--- config.mk ---
export PLATFORM = sky130hd
export DESIGN_NAME = tc_io_pin_ctrl_flat
export DESIGN_NICKNAME = d
export VERILOG_FILES = /design/src/rtl/tc_io_pin_ctrl_if.sv /design/src/rtl/tc_io_pin_ctrl.sv /design/src/flat_wrapper.sv
export SDC_FILE = /design/constraint.sdc
export NUM_CORES = 1
export LEC_CHECK = 0
export ABC_AREA = 1
export BUFFER_PORTS_ARGS = -buffer_cell sky130_fd_sc_hd__clkbuf_2
export CORE_UTILIZATION = 35
export CTS_CLUSTER_DIAMETER = 60
export DETAILED_ROUTE_END_ITERATION = 10
export GPL_TIMING_DRIVEN = 0
export SKIP_LAST_GASP = 1
export SLEW_MARGIN = 20
export SYNTH_ARGS = -nofsm -noshare
export SYNTH_HDL_FRONTEND = slang
export SYNTH_SLANG_ARGS = --single-unit
--- constraint.sdc ---
create_clock -name clk_i -period 7.1 [get_ports clk_i]
set_input_delay 0.71 -clock clk_i [delete_from_list [all_inputs] [get_ports clk_i]]
set_output_delay 0.71 -clock clk_i [all_outputs]
set_load 0.005 [all_outputs]
--- src/rtl/tc_io_pin_ctrl_if.sv ---
// rtl/tc_io_pin_ctrl_if.sv - register bus interface for tc_io_pin_ctrl
//
// Purpose: groups the single-cycle register bus between a bus master and
//          the pin controller.
// Signals:
//    reg_wr_i     write strobe, one cycle
//    reg_rd_i     read strobe, one cycle
//    reg_addr_i   word address
//    reg_wdata_i  write data
//    reg_rdata_o  read data, zero unless reg_rvalid_o
//    reg_rvalid_o read-data valid pulse, one cycle after reg_rd_i
interface tc_io_pin_ctrl_if;
   logic        reg_wr_i;
   logic        reg_rd_i;
   logic [3:0]  reg_addr_i;
   logic [31:0] reg_wdata_i;
   logic [31:0] reg_rdata_o;
   logic        reg_rvalid_o;

   modport master (
      output reg_wr_i, reg_rd_i, reg_addr_i, reg_wdata_i,
      input  reg_rdata_o, reg_rvalid_o
   );

   modport slave (
      input  reg_wr_i, reg_rd_i, reg_addr_i, reg_wdata_i,
      output reg_rdata_o, reg_rvalid_o
   );
endinterface

--- src/rtl/tc_io_pin_ctrl.sv ---
// rtl/tc_io_pin_ctrl.sv - core-side controller for a bank of tri-state pads
//
// Purpose: register file driving pad output value, enable, Schmitt select
//          and pulls; samples pad inputs through a 2-flop synchronizer and
//          a per-pin debouncer; flags debounced edges in ISTAT and raises irq_o.
// Ports:
//    clk_i        system clock
//    rst_i        asynchronous active-high reset
//    bus          register bus (slave side)
//    pad_c2p_o    core-to-pad output values (OUT)
//    pad_c2p_en_o output enables, 1 = drive (OE)
//    pad_cs_o     input type, 1 = CMOS, 0 = Schmitt (CS)
//    pad_pu_o     pull-up enables (PU)
//    pad_pd_o     pull-down enables (PD)
//    pad_p2c_i    asynchronous pad-to-core inputs
//    irq_o        level interrupt, OR of ISTAT delayed by one flop
module tc_io_pin_ctrl #(
   parameter int NUM_PINS = 8,
   parameter int DBNC_W   = 8
) (
   input  logic                clk_i,
   input  logic                rst_i,
   tc_io_pin_ctrl_if.slave     bus,
   output logic [NUM_PINS-1:0] pad_c2p_o,
   output logic [NUM_PINS-1:0] pad_c2p_en_o,
   output logic [NUM_PINS-1:0] pad_cs_o,
   output logic [NUM_PINS-1:0] pad_pu_o,
   output logic [NUM_PINS-1:0] pad_pd_o,
   input  logic [NUM_PINS-1:0] pad_p2c_i,
   output logic                irq_o
);

   localparam logic [3:0] ADDR_OUT     = 4'd0;
   localparam logic [3:0] ADDR_OE      = 4'd1;
   localparam logic [3:0] ADDR_CS      = 4'd2;
   localparam logic [3:0] ADDR_PU      = 4'd3;
   localparam logic [3:0] ADDR_PD      = 4'd4;
   localparam logic [3:0] ADDR_IN      = 4'd5;
   localparam logic [3:0] ADDR_DBNC    = 4'd6;
   localparam logic [3:0] ADDR_RISE_IE = 4'd7;
   localparam logic [3:0] ADDR_FALL_IE = 4'd8;
   localparam logic [3:0] ADDR_ISTAT   = 4'd9;

   logic [NUM_PINS-1:0] out_q, oe_q, cs_q, pu_q, pd_q;
   logic [NUM_PINS-1:0] rise_ie_q, fall_ie_q, istat_q;
   logic [DBNC_W-1:0]   dbnc_q;
   logic [NUM_PINS-1:0] sync1_q, sync2_q, deb_q;
   logic [DBNC_W-1:0]   cnt_q [NUM_PINS];
   logic [NUM_PINS-1:0] accept, edge_set, w1c_clr, wpins;
   logic [31:0]         rd_mux, rdata_q;
   logic                rvalid_q, irq_q;
   logic                unused_wdata;

   assign wpins        = bus.reg_wdata_i[NUM_PINS-1:0];
   assign unused_wdata = ^bus.reg_wdata_i;

   // A pin is accepted when the synchronized value has disagreed with deb
   // and the run counter has reached the threshold; the counter wraps, so a
   // threshold lowered below the running count is reached after wrap-around.
   always_comb begin
      accept = '0;
      for (int i = 0; i < NUM_PINS; i++) begin
         accept[i] = (sync2_q[i] != deb_q[i]) && (cnt_q[i] == dbnc_q);
      end
   end

   // Direction of the accepted edge is the new value sync2_q carries.
   assign edge_set = accept & ((sync2_q & rise_ie_q) | (~sync2_q & fall_ie_q));
   assign w1c_clr  = (bus.reg_wr_i && (bus.reg_addr_i == ADDR_ISTAT)) ? wpins : '0;

   always_comb begin
      rd_mux = '0;
      case (bus.reg_addr_i)
         ADDR_OUT:     rd_mux[NUM_PINS-1:0] = out_q;
         ADDR_OE:      rd_mux[NUM_PINS-1:0] = oe_q;
         ADDR_CS:      rd_mux[NUM_PINS-1:0] = cs_q;
         ADDR_PU:      rd_mux[NUM_PINS-1:0] = pu_q;
         ADDR_PD:      rd_mux[NUM_PINS-1:0] = pd_q;
         ADDR_IN:      rd_mux[NUM_PINS-1:0] = deb_q;
         ADDR_DBNC:    rd_mux[DBNC_W-1:0]   = dbnc_q;
         ADDR_RISE_IE: rd_mux[NUM_PINS-1:0] = rise_ie_q;
         ADDR_FALL_IE: rd_mux[NUM_PINS-1:0] = fall_ie_q;
         ADDR_ISTAT:   rd_mux[NUM_PINS-1:0] = istat_q;
         default:      rd_mux = '0;
      endcase
   end

   always_ff @(posedge clk_i or posedge rst_i) begin
      if (rst_i) begin
         out_q     <= '0;
         oe_q      <= '0;
         cs_q      <= '1;
         pu_q      <= '0;
         pd_q      <= '0;
         dbnc_q    <= '0;
         rise_ie_q <= '0;
         fall_ie_q <= '0;
         istat_q   <= '0;
         irq_q     <= 1'b0;
         rvalid_q  <= 1'b0;
         rdata_q   <= '0;
      end else begin
         if (bus.reg_wr_i) begin
            case (bus.reg_addr_i)
               ADDR_OUT:     out_q     <= wpins;
               ADDR_OE:      oe_q      <= wpins;
               ADDR_CS:      cs_q      <= wpins;
               ADDR_PU:      pu_q      <= wpins;
               ADDR_PD:      pd_q      <= wpins;
               ADDR_DBNC:    dbnc_q    <= bus.reg_wdata_i[DBNC_W-1:0];
               ADDR_RISE_IE: rise_ie_q <= wpins;
               ADDR_FALL_IE: fall_ie_q <= wpins;
               default:      ;
            endcase
         end
         // Set is applied after clear so a simultaneous edge wins.
         istat_q  <= (istat_q & ~w1c_clr) | edge_set;
         // Registered OR keeps irq_o free of decode glitches.
         irq_q    <= |istat_q;
         rvalid_q <= bus.reg_rd_i;
         rdata_q  <= bus.reg_rd_i ? rd_mux : '0;
      end
   end

   always_ff @(posedge clk_i or posedge rst_i) begin
      if (rst_i) begin
         sync1_q <= '0;
         sync2_q <= '0;
         deb_q   <= '0;
         for (int i = 0; i < NUM_PINS; i++) begin
            cnt_q[i] <= '0;
         end
      end else begin
         sync1_q <= pad_p2c_i;
         sync2_q <= sync1_q;
         for (int i = 0; i < NUM_PINS; i++) begin
            if (sync2_q[i] == deb_q[i]) begin
               cnt_q[i] <= '0;
            end else if (accept[i]) begin
               deb_q[i] <= sync2_q[i];
               cnt_q[i] <= '0;
            end else begin
               cnt_q[i] <= cnt_q[i] + DBNC_W'(1);
            end
         end
      end
   end

   assign pad_c2p_o        = out_q;
   assign pad_c2p_en_o     = oe_q;
   assign pad_cs_o         = cs_q;
   assign pad_pu_o         = pu_q;
   assign pad_pd_o         = pd_q;
   assign irq_o            = irq_q;
   assign bus.reg_rdata_o  = rdata_q;
   assign bus.reg_rvalid_o = rvalid_q;

endmodule
--- src/flat_wrapper.sv ---
// flat-port wrapper written by rule: the top's interface ports become plain ports
module tc_io_pin_ctrl_flat 
#(
   parameter int NUM_PINS = 8,
   parameter int DBNC_W   = 8
)
  (clk_i, rst_i, pad_c2p_o, pad_c2p_en_o, pad_cs_o, pad_pu_o, pad_pd_o, pad_p2c_i, irq_o, bus_reg_wr_i, bus_reg_rd_i, bus_reg_addr_i, bus_reg_wdata_i, bus_reg_rdata_o, bus_reg_rvalid_o);
  tc_io_pin_ctrl_if bus_i ();
  input  logic clk_i;
  input  logic rst_i;
  output logic [NUM_PINS-1:0] pad_c2p_o;
  output logic [NUM_PINS-1:0] pad_c2p_en_o;
  output logic [NUM_PINS-1:0] pad_cs_o;
  output logic [NUM_PINS-1:0] pad_pu_o;
  output logic [NUM_PINS-1:0] pad_pd_o;
  input  logic [NUM_PINS-1:0] pad_p2c_i;
  output logic irq_o;
  input wire logic [$bits(bus_i.reg_wr_i)-1:0] bus_reg_wr_i;
  input wire logic [$bits(bus_i.reg_rd_i)-1:0] bus_reg_rd_i;
  input wire logic [$bits(bus_i.reg_addr_i)-1:0] bus_reg_addr_i;
  input wire logic [$bits(bus_i.reg_wdata_i)-1:0] bus_reg_wdata_i;
  output wire logic [$bits(bus_i.reg_rdata_o)-1:0] bus_reg_rdata_o;
  output wire logic [$bits(bus_i.reg_rvalid_o)-1:0] bus_reg_rvalid_o;
  assign bus_i.reg_wr_i = bus_reg_wr_i;
  assign bus_i.reg_rd_i = bus_reg_rd_i;
  assign bus_i.reg_addr_i = bus_reg_addr_i;
  assign bus_i.reg_wdata_i = bus_reg_wdata_i;
  assign bus_reg_rdata_o = bus_i.reg_rdata_o;
  assign bus_reg_rvalid_o = bus_i.reg_rvalid_o;
  tc_io_pin_ctrl #(.NUM_PINS(NUM_PINS), .DBNC_W(DBNC_W)) u_core (.clk_i(clk_i), .rst_i(rst_i), .bus(bus_i), .pad_c2p_o(pad_c2p_o), .pad_c2p_en_o(pad_c2p_en_o), .pad_cs_o(pad_cs_o), .pad_pu_o(pad_pu_o), .pad_pd_o(pad_pd_o), .pad_p2c_i(pad_p2c_i), .irq_o(irq_o));
endmodule
---- After elaboration in Yosys (flattened, before gate mapping) ----
Cells that the tools add are included.
operators by class
  add/sub/neg operators ................... 8
  equal/unequal tests ..................... 33
  mux-type cells .......................... 19
  bitwise logic cells ..................... 16
  reduce and logical (&&, ||, !) cells .... 27
operators by type and width
  kind                 number
  $mux 8               18
  $pmux 8 s10          1
  $add 8x1->8 const B  8
  $eq 8x8->1           8
  $and 8x8->8          4
  $reduce_and 2->1     16
  $eq 4x3->1 const B   4
  $not 8->8            2
  $or 8x8->8           2
  $logic_and 1x1->1    9
  $eq 1x1->1           8
  $eq 4x2->1 const B   2
  $eq 4x4->1 const B   2
  $ne 1x1->1           8
  $not 1->1            8
  $reduce_or 8->1      1
  $eq 4x1->1 const B   1
  $logic_not 4->1      1
storage, ports and cells
  register bits ........................... 194
  output and inout port bits .............. 74

---- Depth between registers and ports, before layout ----
  depth after elaboration ................. 6
  depth in mapped cells ................... 10
  depth with buffers taken out ............ 9

---- Least setup slack after synthesis ----
OpenSTA, ideal clock, no wires.
  kind .................................... input to register
  start point ............................. in bus_reg_wr_i
  end point ............................... reg u_core.fall_ie_q[0]
  data arrival time ....................... 1.580 ns
  data required time ...................... 6.970 ns
  path slack .............................. 5.390 ns
  stages on the path ...................... 5
  cell sequence ........................... buf_1 -> nand3_2 -> clkbuf_1 -> nand2_1 -> o21ai_1
between the ends
  longest elaborated chain between the ends .. 1
ends and longest elaborated chain
  what                               RTL line               text
  start: declaration                 flat_wrapper.sv:18     input wire logic [$bits(bus_i.reg_wr_i)-1:0] bus_reg_wr_i;
  $reduce_and 2->1 (no source line)  n/a
  end signal: assignment             tc_io_pin_ctrl.sv:112  ADDR_FALL_IE: fall_ie_q <= wpins;
  end: declaration                   tc_io_pin_ctrl.sv:45   logic [NUM_PINS-1:0] rise_ie_q, fall_ie_q, istat_q;
No other way between the ends.
A chain may end at the register's enable or synchronous reset.

---- Final worst setup path ----
  start point ............................. reg u_core.cs_q[0] (netlist: u_core.pad_cs_o[0])
  end point ............................... out pad_cs_o[0]
RTL lines
  what                      RTL line               text
  start: declaration        tc_io_pin_ctrl.sv:44   logic [NUM_PINS-1:0] out_q, oe_q, cs_q, pu_q, pd_q;
  start signal: assignment  tc_io_pin_ctrl.sv:107  ADDR_CS: cs_q <= wpins;
  end: declaration          flat_wrapper.sv:13     output logic [NUM_PINS-1:0] pad_cs_o;
No word-level cell between the ends.

==> run metrics <==
Yosys top cell area share 0.447; cts hold-fix bufs 0; detailed-route wire length ~24000 um; Period minus WS final roughly 1800 ps; CP arrival approximately 1100 ps; most common library cells after synthesis nand2_1, dfrtp_1, nand3_1; fin area 0.0105 mm^2; Vias 7859; critical path's slowest cell dfstp_2; maximum VDD drop between 0.0001 and 0.00015 V; Initial Util 0.358; ratio of final minimum period to clock period 0.257; number of max-cap violations 0; Antenna Nets Post-Route 0; Residual DRC 0; status completed; Crit path largest cell delay roughly 570 ps; setup violators final 0; Pint between 0.0015 and 0.002 W; Power Dens Cells approximately 290 mW/mm^2; Clock Power Share 0.298; first-pass GRT wire length 38800 um; Post-CTS Setup Inserts 0; Worst Setup Start Kind flop; sequential share of the synthesized area 0.470; endpoints failing hold 0; die width around 160 um; H-tree depth 4; GRT overflow 0; sequential power share 0.437; Hold Path Class reg2reg; Rows 58; port bufs 72; fillers roughly 2600; die height about 160 um; nets ~1300; Crit. End Element output pin; overall global routing resource usage 0.192; DP HPWL 17600 um; Peak Freq roughly 550 MHz; largest cells by area after synthesis dfrtp_1, nand2_1, nand3_1; P_sw roughly 0.0011 W; Iter 0 DRT Violations between 600 and 700; die area about 0.027 mm^2; WP buf/inv 1; final slew viol count 0; Slew HR 0.533; crit path max fanout 3; Post-synth EDFFs 0; area of the multi-input gates approximately 0.0041 mm^2; area grow syn2layout 16.1%; dpl cell area ~0.010 mm^2; Root Driver clkbuf_16; routability congestion estimate between 0.9 and 1; Comb pwr share 0.266; family with the most delay on the worst path flip-flops; cts repair resizes 0; Vias/cell 4.84; Post-Syn Area between 0.009 and 0.01 mm^2; Clk Latency, worst-skew pair 440 ps; Routed wire per std cell approximately 15 um; drt pass-1 iters 8; yosys warns 0; post-synth cell types 31; Sw Ratio 0.365; critical path data required time 6390 ps; register area between 0.004 and 0.005 mm^2; async set-reset flop share out of synthesis 1.00; num ports 122; gate count of the mapped netlist approximately 1200; cell taking the most area after synthesis dfrtp_1; top-count cell post-synth nand2_1; mean post-synth cell area 7.78 um^2; crit path kind reg2out; CTS Sinks 170; fraction of layout cells with a size suffix above 1 0.145; largest net degree at the start of global routing 99; vias in the first global route 7252; hold_ws approximately 350 ps; Worst Skew between 10 and 15 ps; leakage approximately 5.5 nW; Worst Max-Slew Pin Slew around 700 ps; total CTS buffers 17; critical-path cell list clkbuf_2; RSZ-0062 raised after global routing false; clock buffer depth 2; ys flop type dfrtp_1; Antenna Cells 0; CTS tree done; Power Total around 0.0031 W; Core Area roughly 0.025 mm^2; initial antenna violation count 0; clk slew on worst S/H paths approximately 70 ps; Yosys reg bits between 150 and 200
[metal layers]
metal	vias to the layer above	wire, um	GRT usage
met5	-	0	0
met4	0	642	0.0629
met3	48	1560	0.0466
met2	225	11300	0.303
met1	3696	10900	0.258
li1	3890	-	-
[through the flow]
stage               utilization  worst slack [ps]  cells  setup TNS [ps]
floorplan                     -              1800   1189               0
global placement          0.392              -282   1591          -43380
detailed placement        0.393              4890   1592               0
CTS                       0.416              5260   1624               0
global route              0.416              5210   1624               0
finish                    0.416              5270   1624               0
[kinds of logic (layout without fill, tap and decap cells)]
family | after synthesis | count (layout) | synth area share
AO/OA/AOI/OAI | 91 | 91 | 0.0535
XOR/XNOR | 64 | 64 | 0.0618
adder cells (fa/ha/maj) | 8 | 8 | 0.0110
buffers and inverters | 191 | 296 | 0.0923
flip-flops | 170 | 170 | 0.470
multiplexers | 8 | 8 | 0.00993
other | 1 | 24 | 0.000413
AND/OR/NAND/NOR | 633 | 633 | 0.301
[layout make-up]
class                           count  area share
Clock buffer                       18      0.0407
Buffer                             54      0.0306
Inverter                          137      0.0495
Clock inverter                     14      0.0132
Sequential cell                   170       0.405
Timing Repair Buffer               73      0.0368
Multi-Input combinational cell    828       0.385
Tap cell                          330      0.0392
[power by group through the flow]
stage                     Sequential, W  Clock [W]  Combinational [W]
after global routing            0.00136   0.000967           0.000933
after CTS                       0.00133   0.000934           0.000815
final                           0.00134   0.000910           0.000813
after detailed placement        0.00135          0           0.000812
after global placement          0.00135          0           0.000794
after floorplan                 0.00129          0           0.000577
[layout by cell type, fill, tap and decap left out, types with 5 or more instances in the layout]
master	synthesis	routed
ha_1	8	8
buf_4	26	26
xnor2_1	33	33
o21ai_1	48	48
nand4_1	18	18
buf_2	18	18
nand2_1	329	329
dfstp_2	8	8
nand3_2	6	6
inv_2	6	6
clkbuf_1	8	9
xor2_1	31	31
clkinv_1	5	5
o31ai_1	8	8
clkbuf_2	0	72
conb_1	1	24
o21ai_0	31	31
clkbuf_16	0	17
inv_1	126	125
nor2_4	5	5
nor3_1	7	7
nand3_1	153	153
dfrtp_1	162	162
nor2_1	102	102
mux2_2	8	8
[worst reg2reg max path, delay by kind of cell, from the launching register on]
family / cells / cell delay (ps)
AND/OR/NAND/NOR: 5 / 790
buffers and inverters: 3 / 620
flip-flops: 1 / 320
[path summary, 6_finish.rpt]
| path | slack [ps] | cells after the start | endpoint | startpoint |
|---|---|---|---|---|
| worst min-delay path | 350 | 0 | u_core.sync2_q[7] | u_core.sync1_q[7] |
| max in group asynchronous | 5840 | 3 | u_core.pad_cs_o[6] | rst_i |
| worst max register to register | 5310 | 8 | u_core.cnt_q[10] | u_core.dbnc_q[2] |
| min in group asynchronous | 400 | 2 | u_core.cnt_q[19] | rst_i |
| worst max-delay path | 5270 | 1 | pad_cs_o[0] | u_core.pad_cs_o[0] |
| worst min register to register | 350 | 0 | u_core.sync2_q[7] | u_core.sync1_q[7] |
[flip-flops by register name, summed over array words and instances (netlist names)]
signal,cells
u_core.irq_o,1
u_core.pad_c2p_o,8
u_core.cnt_q,64
u_core.rise_ie_q,8
u_core.pad_cs_o,8
u_core.istat_q,8
u_core.bus.reg_rdata_o,8
u_core.fall_ie_q,8
u_core.deb_q,8
u_core.pad_pu_o,8
u_core.bus.reg_rvalid_o,1
u_core.pad_pd_o,8
u_core.pad_c2p_en_o,8
u_core.sync1_q,8
u_core.sync2_q,8
u_core.dbnc_q,8
Power figures use the tool's default switching activity.
